--- src/rtl/vdp_pkg.sv ---
// Shared types and constants for the VDP pixel back end.
//   fade_state_t : global fade controller states
//   FADE_*_DIR   : encoding of the fade_dir command bit
//   PIPE_LAT     : cycles from ycocg_in/sync inputs to r/g/b/sync outputs
package vdp_pkg;

   typedef enum logic [1:0] {IDLE, FADE_OUT, DARK, FADE_IN} fade_state_t;

   localparam logic FADE_IN_DIR  = 1'b0;
   localparam logic FADE_OUT_DIR = 1'b1;

   localparam int unsigned PIPE_LAT = 5;

endpackage

--- src/rtl/ycocg_to_rgb.sv ---
// YCoCg -> RGB back half of the output pipe (stages S2..S5, four register stages).
// Inputs are the already-faded luma and raw chroma from the S1 register.
//   clk_pix, rst_pix : pixel clock, synchronous active-high reset
//   yf               : faded luma (unsigned, YW bits)
//   co, cg           : chroma (two's complement, CW bits)
//   mono, de         : per-pixel grey select and data enable, aligned with yf
//   r, g, b          : clamped colour scaled to OUTW bits, 0 when de is low
module ycocg_to_rgb #(
   parameter int unsigned YW   = 7,
   parameter int unsigned CW   = 8,
   parameter int unsigned OUTW = 8
) (
   input  logic            clk_pix,
   input  logic            rst_pix,
   input  logic [YW-1:0]   yf,
   input  logic [CW-1:0]   co,
   input  logic [CW-1:0]   cg,
   input  logic            mono,
   input  logic            de,
   output logic [OUTW-1:0] r,
   output logic [OUTW-1:0] g,
   output logic [OUTW-1:0] b
);

   // Two guard bits over chroma cover the full intermediate range, so nothing wraps before clamp.
   localparam int IW   = CW + 2;
   localparam int YMAX = 2**YW - 1;

   typedef logic signed [IW-1:0] iw_t;

   function automatic logic [OUTW-1:0] scale(input logic [YW-1:0] v);
      return OUTW'(v) << (OUTW - YW);
   endfunction

   function automatic logic [OUTW-1:0] clamp_scale(input iw_t v);
      logic [YW-1:0] c;
      if (v < 0)                c = '0;
      else if (v > iw_t'(YMAX)) c = YW'(YMAX);
      else                      c = v[YW-1:0];
      return scale(c);
   endfunction

   iw_t yf_x, co_x, cg_x;
   assign yf_x = iw_t'(yf);
   assign co_x = iw_t'($signed(co));
   assign cg_x = iw_t'($signed(cg));

   // S2
   iw_t           tmp2_q, co2_q, cg2_q;
   logic [YW-1:0] yf2_q;
   logic          mono2_q, de2_q;
   // S3
   iw_t           g3_q, b3_q, co3_q;
   logic [YW-1:0] yf3_q;
   logic          mono3_q, de3_q;
   // S4
   iw_t           r4_q, g4_q, b4_q;
   logic [YW-1:0] yf4_q;
   logic          mono4_q, de4_q;

   always_ff @(posedge clk_pix) begin
      if (rst_pix) begin
         tmp2_q <= '0; co2_q <= '0; cg2_q <= '0; yf2_q <= '0; mono2_q <= 1'b0; de2_q <= 1'b0;
         g3_q   <= '0; b3_q  <= '0; co3_q <= '0; yf3_q <= '0; mono3_q <= 1'b0; de3_q <= 1'b0;
         r4_q   <= '0; g4_q  <= '0; b4_q  <= '0; yf4_q <= '0; mono4_q <= 1'b0; de4_q <= 1'b0;
         r      <= '0; g     <= '0; b     <= '0;
      end else begin
         tmp2_q  <= yf_x - (cg_x >>> 1);
         co2_q   <= co_x;
         cg2_q   <= cg_x;
         yf2_q   <= yf;
         mono2_q <= mono;
         de2_q   <= de;

         g3_q    <= cg2_q + tmp2_q;
         b3_q    <= tmp2_q - (co2_q >>> 1);
         co3_q   <= co2_q;
         yf3_q   <= yf2_q;
         mono3_q <= mono2_q;
         de3_q   <= de2_q;

         r4_q    <= b3_q + co3_q;
         g4_q    <= g3_q;
         b4_q    <= b3_q;
         yf4_q   <= yf3_q;
         mono4_q <= mono3_q;
         de4_q   <= de3_q;

         if (!de4_q) begin
            r <= '0; g <= '0; b <= '0;
         end else if (mono4_q) begin
            r <= scale(yf4_q); g <= scale(yf4_q); b <= scale(yf4_q);
         end else begin
            r <= clamp_scale(r4_q); g <= clamp_scale(g4_q); b <= clamp_scale(b4_q);
         end
      end
   end

endmodule

--- src/rtl/ycocg_output_pipe.sv ---
// Pixel-clock back end: global frame-stepped fade, YCoCg->RGB (or mono), clamp, scale,
// with sync/coords delayed to the same fixed latency.
//   clk_pix, rst_pix           : pixel clock, synchronous active-high reset
//   sx_in, sy_in, de_in,
//   hsync_in, vsync_in         : timing aligned with ycocg_in
//   frame                      : frame-start pulse, steps the fade level
//   ycocg_in                   : {Y, Co, Cg}, Y in MSBs
//   mono                       : grey output from faded Y
//   fade_req, fade_dir,
//   fade_step                  : fade command strobe, direction, per-frame level change
//   fade_busy, fade_dark       : registered fade status
//   sx, sy, de, hsync, vsync   : delayed timing
//   r, g, b                    : output colour
module ycocg_output_pipe
   import vdp_pkg::*;
#(
   parameter int unsigned CORDW = 11,
   parameter int unsigned YW    = 7,
   parameter int unsigned CW    = 8,
   parameter int unsigned OUTW  = 8
) (
   input  logic               clk_pix,
   input  logic               rst_pix,
   input  logic [CORDW-1:0]   sx_in,
   input  logic [CORDW-1:0]   sy_in,
   input  logic               de_in,
   input  logic               hsync_in,
   input  logic               vsync_in,
   input  logic               frame,
   input  logic [YW+2*CW-1:0] ycocg_in,
   input  logic               mono,
   input  logic               fade_req,
   input  logic               fade_dir,
   input  logic [YW-1:0]      fade_step,
   output logic               fade_busy,
   output logic               fade_dark,
   output logic [CORDW-1:0]   sx,
   output logic [CORDW-1:0]   sy,
   output logic               de,
   output logic               hsync,
   output logic               vsync,
   output logic [OUTW-1:0]    r,
   output logic [OUTW-1:0]    g,
   output logic [OUTW-1:0]    b
);

   localparam logic [YW-1:0] LMAX = '1;
   localparam int unsigned   SW   = 2*CORDW + 3;

   // ---------------- fade controller ----------------
   fade_state_t   state_q, state_d;
   logic [YW-1:0] level_q, level_d;
   logic [YW:0]   level_up;

   assign level_up = {1'b0, level_q} + {1'b0, fade_step};

   always_comb begin
      state_d = state_q;
      level_d = level_q;
      if (fade_req) begin
         // A command always consumes the cycle; a coincident frame pulse does not step.
         if (fade_dir == FADE_OUT_DIR && (state_q == IDLE || state_q == FADE_IN)) begin
            state_d = FADE_OUT;
         end else if (fade_dir == FADE_IN_DIR && (state_q == DARK || state_q == FADE_OUT)) begin
            state_d = FADE_IN;
         end
      end else if (frame && fade_step != '0) begin
         case (state_q)
            FADE_OUT: begin
               if (level_up >= {1'b0, LMAX}) begin
                  level_d = LMAX;
                  state_d = DARK;
               end else begin
                  level_d = level_up[YW-1:0];
               end
            end
            FADE_IN: begin
               if (level_q <= fade_step) begin
                  level_d = '0;
                  state_d = IDLE;
               end else begin
                  level_d = level_q - fade_step;
               end
            end
            default: ;
         endcase
      end
   end

   always_ff @(posedge clk_pix) begin
      if (rst_pix) begin
         state_q   <= IDLE;
         level_q   <= '0;
         fade_busy <= 1'b0;
         fade_dark <= 1'b0;
      end else begin
         state_q   <= state_d;
         level_q   <= level_d;
         fade_busy <= (state_q == FADE_OUT) || (state_q == FADE_IN);
         fade_dark <= (state_q == DARK);
      end
   end

   // ---------------- S1: fade applied to luma ----------------
   logic [YW-1:0] y_in, yf_d, yf_q;
   logic [CW-1:0] co_q, cg_q;
   logic          mono_q, de1_q;

   assign y_in = ycocg_in[YW+2*CW-1 -: YW];
   assign yf_d = (y_in > level_q) ? y_in - level_q : '0;

   always_ff @(posedge clk_pix) begin
      if (rst_pix) begin
         yf_q   <= '0;
         co_q   <= '0;
         cg_q   <= '0;
         mono_q <= 1'b0;
         de1_q  <= 1'b0;
      end else begin
         yf_q   <= yf_d;
         co_q   <= ycocg_in[2*CW-1 -: CW];
         cg_q   <= ycocg_in[CW-1:0];
         mono_q <= mono;
         de1_q  <= de_in;
      end
   end

   ycocg_to_rgb #(
      .YW   (YW),
      .CW   (CW),
      .OUTW (OUTW)
   ) u_ycocg_to_rgb (
      .clk_pix (clk_pix),
      .rst_pix (rst_pix),
      .yf      (yf_q),
      .co      (co_q),
      .cg      (cg_q),
      .mono    (mono_q),
      .de      (de1_q),
      .r       (r),
      .g       (g),
      .b       (b)
   );

   // ---------------- timing delay line ----------------
   logic [SW-1:0] sync_dl [PIPE_LAT];

   always_ff @(posedge clk_pix) begin
      if (rst_pix) begin
         for (int i = 0; i < int'(PIPE_LAT); i++) sync_dl[i] <= '0;
      end else begin
         sync_dl[0] <= {sx_in, sy_in, de_in, hsync_in, vsync_in};
         for (int i = 1; i < int'(PIPE_LAT); i++) sync_dl[i] <= sync_dl[i-1];
      end
   end

   assign {sx, sy, de, hsync, vsync} = sync_dl[PIPE_LAT-1];

endmodule

--- config.mk ---
export PLATFORM = sky130hd
export DESIGN_NAME = ycocg_output_pipe
export DESIGN_NICKNAME = d
export VERILOG_FILES = /design/src/rtl/vdp_pkg.sv /design/src/rtl/ycocg_to_rgb.sv /design/src/rtl/ycocg_output_pipe.sv
export SDC_FILE = /design/constraint.sdc
export NUM_CORES = 1
export LEC_CHECK = 0
export ABC_AREA = 1
export BUFFER_PORTS_ARGS = -buffer_cell sky130_fd_sc_hd__buf_2
export CAP_MARGIN = 20
export CELL_PAD_IN_SITES_DETAIL_PLACEMENT = 1
export CELL_PAD_IN_SITES_GLOBAL_PLACEMENT = 1
export CORE_MARGIN = 10
export CORE_UTILIZATION = 47
export CTS_CLUSTER_DIAMETER = 150
export DETAILED_ROUTE_END_ITERATION = 10
export PLACE_DENSITY = 0.82
export SLEW_MARGIN = 20
export SYNTH_ARGS = -nofsm -noshare
export SYNTH_HDL_FRONTEND = slang
export SYNTH_SLANG_ARGS = --single-unit
--- constraint.sdc ---
create_clock -name clk_pix -period 6.5 [get_ports clk_pix]
set_clock_uncertainty 0.2 [all_clocks]
set_input_delay 0.325 -clock clk_pix [delete_from_list [all_inputs] [get_ports clk_pix]]
set_output_delay 0.325 -clock clk_pix [all_outputs]
set_load 0.01 [all_outputs]
==> results.py <==
metrics = {
    "run_status": {
        "status": "completed",
    },
    "final_layout": {
        "fin_util_pct": 56.6,
        "num-fill-cells": 2714,
        "instances_no_fill": 1733,
        "nNetsFinal": 1552,
        "drive_above_1_share_pct": 12.2,
        "stdcell_area_sq_um": 12800,
        "synthToLayoutAreaGrowth_pct": 19.0,
    },
    "pwr": {
        "power.density_nw_per_um2": 319,
        "leakage_uw": 0.00609,
        "ir_drop_mv": 0.184,
    },
    "timing": {
        "relSlewSlack_pct": 52.9,
        "hold_violations": 0,
        "report.final.slew_viol_count": 0,
        "layout_min_cycle_time_ns": 2.45,
        "finalSetupTns_ns": 0,
        "worst_slack_ns": 4.05,
        "rsz0062_at_grt": "false",
        "final-setup-viol-count": 0,
        "worstMarginPinSlew_ns": 0.706,
        "finalCritPeriodShare_pct": 37.7,
        "max_freq_ghz": 0.408,
    },
    "grt": {
        "grt.busiest_layer": "met2",
        "grt_max_degree": 88,
        "met3_usage_pct": 3.20,
        "overflow": 0,
        "antenna_found_initial": 1,
        "first_global_vias": 8968,
        "grt_use_met1_pct": 19.7,
        "track_usage_pct": 18.1,
        "use_met2_pct": 34.2,
        "grt_pass1_wl_mm": 43.3,
    },
    "logic_synthesis": {
        "synthMostInstantiatedCell": "inv_1",
        "synthDistinctLibCells": 39,
        "yosysWarnings": 0,
        "synth_area_leaders": "dfxtp_1 (54%), inv_1 (10%), nor2_1 (9.0%), ha_1 (6.9%), a21oi_1 (4.2%)",
        "ys_async_sr_fraction_pct": 0,
        "yosys.area.top_type": "dfxtp_1",
        "ys.flop_type": "dfxtp_1",
        "netlist_instances": 1296,
        "synth_area_sq_um": 10700,
        "synth_top_area_share_pct": 53.7,
        "ys_seq_area_share_pct": 53.7,
        "ys_ff_latch": 288,
        "syn_avg_cell_area_sq_um": 8.29,
        "synth_common_cells": "inv_1 (289), dfxtp_1 (288), nor2_1 (258), a21oi_1 (91), nand2_1 (90)",
        "synth_edf_count": 0,
    },
    "place": {
        "post-place-ws_ns": 4.02,
        "place_area_sq_um": 11400,
        "placement.io_buffers": 108,
        "gp_congestion": 0.846,
        "place_inst": 1636,
        "hpwlAfterDp_mm": 17.2,
    },
    "routing": {
        "firstDrtPassIters": 4,
        "drtAntennaViolNets": 0,
        "route.detailed.drc": 0,
        "avgViaCountPerCell": 4.78,
        "wire_per_inst_um": 15.3,
        "num_vias": 8284,
        "drt_iter0_drc": 319,
        "wl_mm": 26.5,
    },
    "cts": {
        "cts_sinks": 288,
        "worstSkewPairLatency_ns": 0.56,
        "tritoncts": "built",
        "cts.clk_slew.worst_paths_ns": 0.06,
        "cts_setup_buffers": 0,
        "cts_max_level": 1,
        "clockBufferDepth": 3,
        "cts-root-buf": "clkbuf_16",
        "cts-buffers-inserted": 29,
    },
    "hold_path": {
        "hold_class": "input pin to register",
    },
    "floorplanning": {
        "row_count": 55,
        "dieHeight_um": 171,
        "ioPinCount": 112,
        "design.core.area_sq_um": 22600,
        "initial_core_util_pct": 47.6,
        "die_x_um": 171,
        "die_area_sq_um": 29300,
    },
    "worst_setup_path": {
        "critPathLaunchType": "register",
        "critPathCaptureType": "register",
        "crit_type": "register to register",
        "critPathRequiredTime_ns": 6.70,
        "crit_fanout": 7,
        "crit_arrival_ns": 2.65,
    },
    "flow_run": {
        "cap_viol_max_count": 0,
    },
}
flip-flops by register name, indices dropped and copies added (netlist names), 8 cells and up:
signal,cells
cg_q,8
co_q,8
sync_dl,125
u_ycocg_to_rgb.b3_q,10
u_ycocg_to_rgb.b4_q,10
u_ycocg_to_rgb.cg2_q,8
u_ycocg_to_rgb.co2_q,8
u_ycocg_to_rgb.co3_q,8
u_ycocg_to_rgb.g3_q,10
u_ycocg_to_rgb.g4_q,10
u_ycocg_to_rgb.r4_q,10
u_ycocg_to_rgb.tmp2_q,9
per-layer routing:
layer	wire length, um	vias up
met5	0	-
met1	10700	3946
met2	13900	151
li1	-	4133
met3	1090	54
met4	782	0
cells by family (layout without fill, tap and decap cells):
group                    count (synthesis)  in the layout  share of synthesized area [%]
AO/OA/AOI/OAI                          178            178                           8.95
XOR/XNOR                                 7              7                          0.571
adder cells (fa/ha/maj)                 66             66                           8.18
buffers and inverters                  350            499                           13.2
flip-flops                             288            288                           53.7
other                                    1              4                         0.0349
AND/OR/NAND/NOR                        406            406                           15.4
worst max-delay path, stage by stage (launching register included):
cell      delay, ns
dfxtp_1        0.53
inv_1          0.11
ha_1           0.31
nand2_1        0.08
nor2_1         0.06
a211oi_1       0.37
o221ai_1       0.18
o211ai_1       0.31
nor3b_1        0.14
placed cells by master, fill, tap and decap left out, drive strengths merged:
master       netlist  layout
inv              292     294
dfxtp            288     288
nor2             260     260
buf               31     111
a21oi             95      95
nand2             95      95
o21ai             67      67
ha                59      59
dlygate4sd3        0      43
clkbuf            27      41
nand3             32      32
nand4              8       8
fa                 7       7
xor2               6       6
clkinv             0       6
o211ai             4       4
or2                4       4
nor3               4       4
o21bai             3       3
conb               1       3
bufinv             0       3
and2               2       2
a31oi              2       2
o21a               2       2
a211oi             2       2
diode              0       1
o31ai              1       1
xnor2              1       1
o221ai             1       1
nor3b              1       1
o2111ai            1       1
clkinvlp           0       1
report_power, final:
group | switching, uW | total [uW] | internal, uW | leakage [uW]
combinational | 284 | 451 | 167 | 0.00323
sequential | 44.8 | 1910 | 1870 | 0.00236
clock | 694 | 1720 | 1020 | 0.000494
through the flow:
step,power [uW],hold slack [ns]
CTS,4110,0.00349
global placement,2330,0.189
floorplan,2230,0.188
finish,4080,0.0161
global route,4270,0.0519
detailed placement,2360,0.195
path summary, 6_finish.rpt:
| kind | startpoint | end | slack [ns] | cells after the start |
|---|---|---|---|---|
| min | fade_req | level_q[5]$_SDFFE_PP0P_ | 0.02 | 5 |
| max reg2reg | level_q[1]$_SDFFE_PP0P_ | yf_q[3]$_SDFF_PP0_ | 4.05 | 8 |
| min reg2reg | sync_dl[0][57]$_SDFF_PP0_ | sync_dl[0][82]$_SDFF_PP0_ | 0.20 | 2 |
| max | level_q[1]$_SDFFE_PP0P_ | yf_q[3]$_SDFF_PP0_ | 4.05 | 8 |
timing repair:
item	4_1_cts	5_1_grt
hold buffers	43	0
endpoints found under the hold margin	43	0
endpoints found under the setup margin	0	0
gates resized for setup	0	0
area by class of cell:
cell class	count	area (sq um)	share of cell area (%)
Antenna cell	1	2.50	0.0196
Clock buffer	41	841	6.58
Clock inverter	12	156	1.22
Inverter	292	1100	8.59
Multi-Input combinational cell	660	3560	27.9
Sequential cell	288	5770	45.1
Tap cell	285	357	2.79
Timing Repair Buffer	154	1000	7.82
No activity file was read; power rests on OpenSTA's default activity.
